### src/rtl/bpu_pkg.sv
// Shared branch-predictor definitions: predictor FSM states, default counter
// width and the saturating-counter step used by every PHT.
package bpu_pkg;

    localparam int BPU_CTR_WIDTH = 2;

    typedef enum logic {
        INIT,
        READY
    } bimodal_state_e;

    // Width-generic saturating step; callers truncate the result to their counter width.
    function automatic logic [31:0] sat_ctr_next(
        input logic [31:0] ctr,
        input logic        taken,
        input int          width
    );
        logic [31:0] max_val;
        max_val = (32'd1 << width) - 32'd1;
        if (taken) begin
            return (ctr >= max_val) ? max_val : ctr + 32'd1;
        end
        return (ctr == 32'd0) ? 32'd0 : ctr - 32'd1;
    endfunction

endpackage

### src/rtl/bimodal_bank.sv
// One PHT bank: ROWS saturating counters, a registered read port and a
// write port that either stores the init value or applies a counter step.
module bimodal_bank
    import bpu_pkg::*;
#(
    parameter int                   ROW_W     = 8,
    parameter int                   CTR_WIDTH = BPU_CTR_WIDTH,
    parameter logic [CTR_WIDTH-1:0] INIT_CTR  = CTR_WIDTH'(1) << (CTR_WIDTH - 1)
) (
    input  logic                 clk,
    input  logic                 rst,
    input  logic                 i_rd_en,
    input  logic [ROW_W-1:0]     i_rd_row,
    output logic [CTR_WIDTH-1:0] o_rd_ctr,
    input  logic                 i_wr_en,
    input  logic                 i_wr_init,
    input  logic [ROW_W-1:0]     i_wr_row,
    input  logic                 i_wr_taken
);

    localparam int ROWS = 1 << ROW_W;

    logic [CTR_WIDTH-1:0] r_mem [ROWS];
    logic [CTR_WIDTH-1:0] r_rd_ctr;
    logic [CTR_WIDTH-1:0] w_wr_data;

    // NOTE: every always_comb output gets its value on every path, so no latch is inferred.
    always_comb begin
        if (i_wr_init) begin
            w_wr_data = INIT_CTR;
        end else begin
            w_wr_data = CTR_WIDTH'(sat_ctr_next(32'(r_mem[i_wr_row]), i_wr_taken, CTR_WIDTH));
        end
    end

    // NOTE: the table has no reset branch; the FSM's init sweep gives it defined contents.
    always_ff @(posedge clk) begin
        if (i_wr_en) begin
            r_mem[i_wr_row] <= w_wr_data;
        end
    end

    // A same-cycle write to i_rd_row is not forwarded: the read sees the old counter.
    always_ff @(posedge clk) begin
        if (rst) begin
            r_rd_ctr <= '0;
        end else if (i_rd_en) begin
            r_rd_ctr <= r_mem[i_rd_row];
        end
    end

    assign o_rd_ctr = r_rd_ctr;

endmodule

### src/rtl/bimodal_predictor.sv
// Multi-slot bimodal predictor: FETCH_WIDTH banked PHT, 1-cycle query latency,
// single-bank commit-time updates, self-timed init sweep after reset.
module bimodal_predictor
    import bpu_pkg::*;
#(
    parameter int                   TABLE_DEPTH_EXP2 = 10,
    parameter int                   CTR_WIDTH        = BPU_CTR_WIDTH,
    parameter int                   PC_WIDTH         = 32,
    parameter int                   FETCH_WIDTH      = 4,
    parameter logic [CTR_WIDTH-1:0] INIT_CTR         = CTR_WIDTH'(1) << (CTR_WIDTH - 1)
) (
    input  logic                             clk,
    input  logic                             rst,
    output logic                             ready_o,
    input  logic                             query_valid_i,
    input  logic [PC_WIDTH-1:0]              query_pc_i,
    output logic                             query_valid_o,
    output logic [FETCH_WIDTH-1:0]           query_taken_o,
    output logic [FETCH_WIDTH*CTR_WIDTH-1:0] query_ctr_o,
    input  logic                             update_valid_i,
    input  logic [PC_WIDTH-1:0]              update_pc_i,
    input  logic                             update_taken_i
);

    localparam int BANK_BITS = $clog2(FETCH_WIDTH);
    localparam int ROW_BITS  = TABLE_DEPTH_EXP2 - BANK_BITS;
    localparam int BANK_W    = (BANK_BITS > 0) ? BANK_BITS : 1;
    localparam int ROW_W     = (ROW_BITS > 0) ? ROW_BITS : 1;
    localparam int ROWS      = 1 << ROW_BITS;

    bimodal_state_e         r_state;
    logic [ROW_W-1:0]       r_sweep_row;
    logic                   r_ready;
    logic                   r_query_valid;

    logic [ROW_W-1:0]       w_query_row;
    logic [ROW_W-1:0]       w_upd_row;
    logic [BANK_W-1:0]      w_upd_bank;
    logic [ROW_W-1:0]       w_wr_row;
    logic                   w_wr_init;
    logic [FETCH_WIDTH-1:0] w_wr_en;
    logic                   w_rd_en;
    logic [CTR_WIDTH-1:0]   w_bank_ctr [FETCH_WIDTH];
    logic                   w_unused;

    if (ROW_BITS > 0) begin : g_row
        assign w_query_row = query_pc_i[2+BANK_BITS +: ROW_W];
        assign w_upd_row   = update_pc_i[2+BANK_BITS +: ROW_W];
    end else begin : g_no_row
        assign w_query_row = '0;
        assign w_upd_row   = '0;
    end

    if (BANK_BITS > 0) begin : g_bank_sel
        assign w_upd_bank = update_pc_i[2 +: BANK_W];
    end else begin : g_no_bank_sel
        assign w_upd_bank = '0;
    end

    // Only the index bits of the PCs matter to this table.
    assign w_unused = ^{query_pc_i, update_pc_i};

    // NOTE: sequential state is assigned with <= so every register samples pre-edge values.
    always_ff @(posedge clk) begin
        if (rst) begin
            r_state       <= INIT;
            r_sweep_row   <= '0;
            r_ready       <= 1'b0;
            r_query_valid <= 1'b0;
        end else begin
            r_query_valid <= w_rd_en;
            case (r_state)
                INIT: begin
                    r_sweep_row <= r_sweep_row + 1'b1;
                    if (r_sweep_row == ROW_W'(ROWS - 1)) begin
                        r_state <= READY;
                        r_ready <= 1'b1;
                    end
                end
                READY: begin
                    r_state <= READY;
                end
                default: begin
                    r_state <= INIT;
                    r_ready <= 1'b0;
                end
            endcase
        end
    end

    // Sweep owns every bank's write port until READY; a reset cycle writes nothing.
    always_comb begin
        w_wr_row  = w_upd_row;
        w_wr_init = 1'b0;
        w_wr_en   = '0;
        if (!rst) begin
            if (r_state == INIT) begin
                w_wr_row  = r_sweep_row;
                w_wr_init = 1'b1;
                w_wr_en   = '1;
            end else if (update_valid_i) begin
                w_wr_en = FETCH_WIDTH'(1) << w_upd_bank;
            end
        end
    end

    assign w_rd_en = !rst && (r_state == READY) && query_valid_i;

    for (genvar g = 0; g < FETCH_WIDTH; g++) begin : g_banks
        bimodal_bank #(
            .ROW_W     (ROW_W),
            .CTR_WIDTH (CTR_WIDTH),
            .INIT_CTR  (INIT_CTR)
        ) u_bank (
            .clk        (clk),
            .rst        (rst),
            .i_rd_en    (w_rd_en),
            .i_rd_row   (w_query_row),
            .o_rd_ctr   (w_bank_ctr[g]),
            .i_wr_en    (w_wr_en[g]),
            .i_wr_init  (w_wr_init),
            .i_wr_row   (w_wr_row),
            .i_wr_taken (update_taken_i)
        );

        assign query_taken_o[g]                        = w_bank_ctr[g][CTR_WIDTH-1];
        assign query_ctr_o[g*CTR_WIDTH +: CTR_WIDTH]   = w_bank_ctr[g];
    end

    assign ready_o       = r_ready;
    assign query_valid_o = r_query_valid;

endmodule

### config.mk
export PLATFORM = sky130hd
export DESIGN_NAME = bimodal_predictor
export DESIGN_NICKNAME = d
export VERILOG_FILES = /design/src/rtl/bpu_pkg.sv /design/src/rtl/bimodal_bank.sv /design/src/rtl/bimodal_predictor.sv
export SDC_FILE = /design/constraint.sdc
export NUM_CORES = 2
export LEC_CHECK = 0
export ABC_CLOCK_PERIOD_IN_PS = 54200
export BUFFER_PORTS_ARGS = -buffer_cell sky130_fd_sc_hd__buf_2
export CELL_PAD_IN_SITES_DETAIL_PLACEMENT = 2
export CELL_PAD_IN_SITES_GLOBAL_PLACEMENT = 2
export CORE_MARGIN = 2
export CORE_UTILIZATION = 50
export CTS_BUF_LIST = sky130_fd_sc_hd__clkbuf_8
export CTS_CLUSTER_SIZE = 25
export DETAILED_ROUTE_END_ITERATION = 6
export GPL_ROUTABILITY_DRIVEN = 0
export PLACE_DENSITY_LB_ADDON = 0.1
export SYNTH_ARGS = -nofsm -noshare
export SYNTH_HDL_FRONTEND = slang
export SYNTH_SLANG_ARGS = --single-unit
### constraint.sdc
create_clock -name clk -period 54.2 [get_ports clk]
set_clock_uncertainty 0.15 [all_clocks]
set_input_delay 10.84 -clock clk [delete_from_list [all_inputs] [get_ports clk]]
set_output_delay 10.84 -clock clk [all_outputs]
set_load 0.005 [all_outputs]
==> parameters.txt <==
Parameter                              Value

Route
  DRC violations left    2
  Post-detailed-route via-to-cell ratio    7.48
  Routed wire length    391000 um
  Iter 0 DRT Violations    10505
  Router iterations before antenna repair    7
  Average wire per standard cell    approximately 42 um
  Remaining antenna violation count after routing    0
  Via Count    69085

Clocking
  CTS Buf Count    367
  Max Buffers Root-to-Sink    4
  CTS clock-pin slew for the worst setup and hold paths    approximately 0.060 ns
  Sink count of the clock tree    between 2000 and 2500
  Clock latency on the worst-skew pair    1.11 ns
  CTS tree    built
  Setup Buffers After CTS    0
  Clock root cell    sky130_fd_sc_hd__clkbuf_8
  CTS hold repair buffers    0
  H-Tree Depth    5
  Post_cts resized    0

Setup path
  Data arrival at the endpoint of the critical path    19.10 ns
  Cell occurring most often along the worst timing path    sky130_fd_sc_hd__buf_4
  Worst path required time    54.75 ns
  Max stage delay on crit path    0.95 ns
  Slowest library cell on the worst path    sky130_fd_sc_hd__buf_4
  Launch instance of the worst register-to-register path    r_state
  Origin of the worst setup path    rst
  Endpoint type of the worst setup path    flop
  List of cells traversed by the critical path    buf_2, buf_4, or2_4, o21ai_4, buf_4, buf_4, buf_4, a22oi_1, and3_1, a31oi_1, a32oi_1, a41o_1, and4_1, maj3_2, nand2_4, buf_4, buf_4
  Worst setup SP type    input pin
  Maximum fanout along the worst path    roughly 110
  Classification of the worst setup path    in2reg

STA
  Least-Margin Pin Slew    between 1 and 1.5 ns
  Final setup fails    0
  Max Clock Freq    0.0539 GHz
  Min Tclk post-route    18.55 ns
  Number of failing hold endpoints at the final stage    0
  Period utilisation layout    between 30 and 40%
  Number of pins with negative max-slew slack in the final report    0
  Worst hold slack    0.328 ns
  Post-route setup TNS    0 ns
  Worst-case headroom to the max-slew limit    5.32%
  Unrepaired setup endpoints after global routing    no

Final layout
  Area of all placed cells without fillers    106000 um2
  Storage element area    61900 um2
  Area of the multi-input gates    33200 um2
  Fill cell total of the finished layout    17075
  Share of final-layout standard cells stronger than drive strength 1    20.4%
  Syn-to-layout area delta    9.01%
  Total Nets Final    6469

Yosys
  Cell types with the largest area share after synthesis    sky130_fd_sc_hd__edfxtp_1 63%, sky130_fd_sc_hd__mux4_2 16%, sky130_fd_sc_hd__a22oi_1 4.8%, sky130_fd_sc_hd__nor2_1 4.1%, sky130_fd_sc_hd__nand3_1 1.7%
  Cells after Synth    6473
  Number of distinct library cells after synthesis    67
  Post-synth top area cell    sky130_fd_sc_hd__edfxtp_1
  Yosys warning total    0
  Synthesized area per cell    approximately 15 um2
  Cell types with the highest counts after synthesis    2048 x sky130_fd_sc_hd__edfxtp_1, 1076 x sky130_fd_sc_hd__nor2_1, 680 x sky130_fd_sc_hd__mux4_2, 622 x sky130_fd_sc_hd__a22oi_1, 332 x sky130_fd_sc_hd__nand3_1
  Count of flip-flops with a built-in enable after synthesis    approximately 2000
  Area share of the largest cell type after synthesis    63.1%
  Area of the mapped netlist    approximately 100000 um2
  Net count after synthesis    6543
  Count leader, synth    sky130_fd_sc_hd__edfxtp_1
  Synthesized flop and latch total    2067
  Sequential fraction of the synthesis area    63.5%
  Share of flip-flops with an asynchronous set or reset after synthesis    0%
  Most common flop cell mapped by yosys    sky130_fd_sc_hd__edfxtp_1

Placement
  Port Buf Inserts    36
  Total cell area at the placement stage    about 100000 um2
  Half-perimeter wire length after placement    233000 um

Power and ir drop
  Power per cell area    around 34 nW/um2
  Peak VDD IR    ~0.023 mV
  Lkg Pwr    32.1 nW
  Post-route total power    3.61 mW

Global routing
  Via count of the first global-routing pass    72711
  Global route overflow    0
  Antenna violations before repair    43
  Maximum number of pins on one net before global-route repair    257
  Global router's overall resource usage    39.2%
  First-pass GRT wire length    555000 um

Run
  Max-cap check violation count    0

Floorplanning
  Die width    445 um
  Top-level port count    a little over 80
  Starting utilization of the core area    between 50% and 60%
  Area of the die    198000 um2
  Core area    194000 um2
  Die height    445 um
  Number of rows in the core area    162

Hold path
  Tightest Hold Check Type    reg2reg
  Source of the worst hold timing path    g_banks[1].u_bank.o_rd_ctr[0]

Status
  Result of the run    finished, violations left
  Failing checks    DRC
[state kept, by name, summed over array words and instances, names as in the netlist]
name and count:
g_banks.u_bank.o_rd_ctr 8, g_banks.u_bank.r_mem 2048, query_valid_o 1, r_state 1
r_sweep_row 8, ready_o 1
[logic make-up (layout without fill, tap and decap cells)]
| family | count (synthesis) | after routing | share of synthesized area (%) |
|---|---|---|---|
| AOI/OAI and AO/OA | 1254 | 1254 | 9.81 |
| xor gates and xnor gates | 4 | 4 | 0.0360 |
| adders and majority gates | 4 | 4 | 0.0462 |
| buffers and inverters | 632 | 825 | 2.91 |
| DFF | 2067 | 2067 | 63.5 |
| muxes | 688 | 688 | 15.8 |
| other | 0 | 27 | 0 |
| and+or+nand+nor | 1824 | 1824 | 7.88 |
[per-stage QoR]
stage	util [%]	std cells	worst slack [ns]
floorplan	-	6473	29.39
detailed placement	51.4	8572	34.95
global placement	51.4	8572	35.22
global route	54.6	9213	35.65
CTS	54.6	9208	36.04
finish	54.6	9235	35.65
[cell usage in the layout (no fill, tap or decap), drive strengths merged, types with 6 or more instances in the layout]
master,count
a311oi,13
mux2i,6
o21a,13
o41ai,6
nor3,10
diode,27
o21ai,38
and3,45
nand4,45
or3,6
a41oi,6
a32oi,21
clkinv,139
a222oi,113
dfxtp,19
a2111oi,8
clkbuf,374
clkinvlp,6
nor4,12
o31a,6
mux4,680
a221oi,90
nor2,1078
edfxtp,2048
a22oi,622
o22ai,33
a31oi,48
a22o,89
nand3,332
a21oi,114
nand2b,17
nand2,261
a41o,6
inv,117
buf,184
[path summary, 6_finish.rpt]
check / cells past startpoint / to / slack [ns]
worst max-delay path: 17 / g_banks[3].u_bank.r_mem[83][1] / 35.65
worst min-delay path: 2 / g_banks[1].u_bank.o_rd_ctr[0] / 0.33
worst min register to register: 2 / g_banks[1].u_bank.o_rd_ctr[0] / 0.33
worst max register to register: 16 / g_banks[3].u_bank.r_mem[83][1] / 45.32
[final cells by class]
type,count,share of cell area [%]
sequential,2067,58.3
multi-input combinational,3774,31.2
clock buffer,373,4.83
tap,2542,2.99
timing repair buffer,185,1.49
clock inverter,263,1.12
antenna,27,0.0636
inverter,4,0.0141
[worst max-delay path, delay by kind of cell]
kind / cells / cell delay [ns]
buffers and inverters: 7 / 4.09
AO/OA/AOI/OAI: 5 / 1.98
AND/OR/NAND/NOR: 4 / 1.54
adder cells (fa/ha/maj): 1 / 0.36
[per-layer routing]
layer,up-vias,track usage (%),part of all wire (%)
li1,26455,-,-
met1,36371,50.2,35
met2,5036,61.4,47
met3,1193,10.2,12
met4,30,21.7,6.2
met5,-,0,0.050
[power by group]
group	internal, mW	leakage [nW]	switching [mW]
clock	0.659	3.66	0.674
sequential	1.82	18.6	0.00150
combinational	0.120	9.81	0.332
No activity file was read; power rests on OpenSTA's default activity.
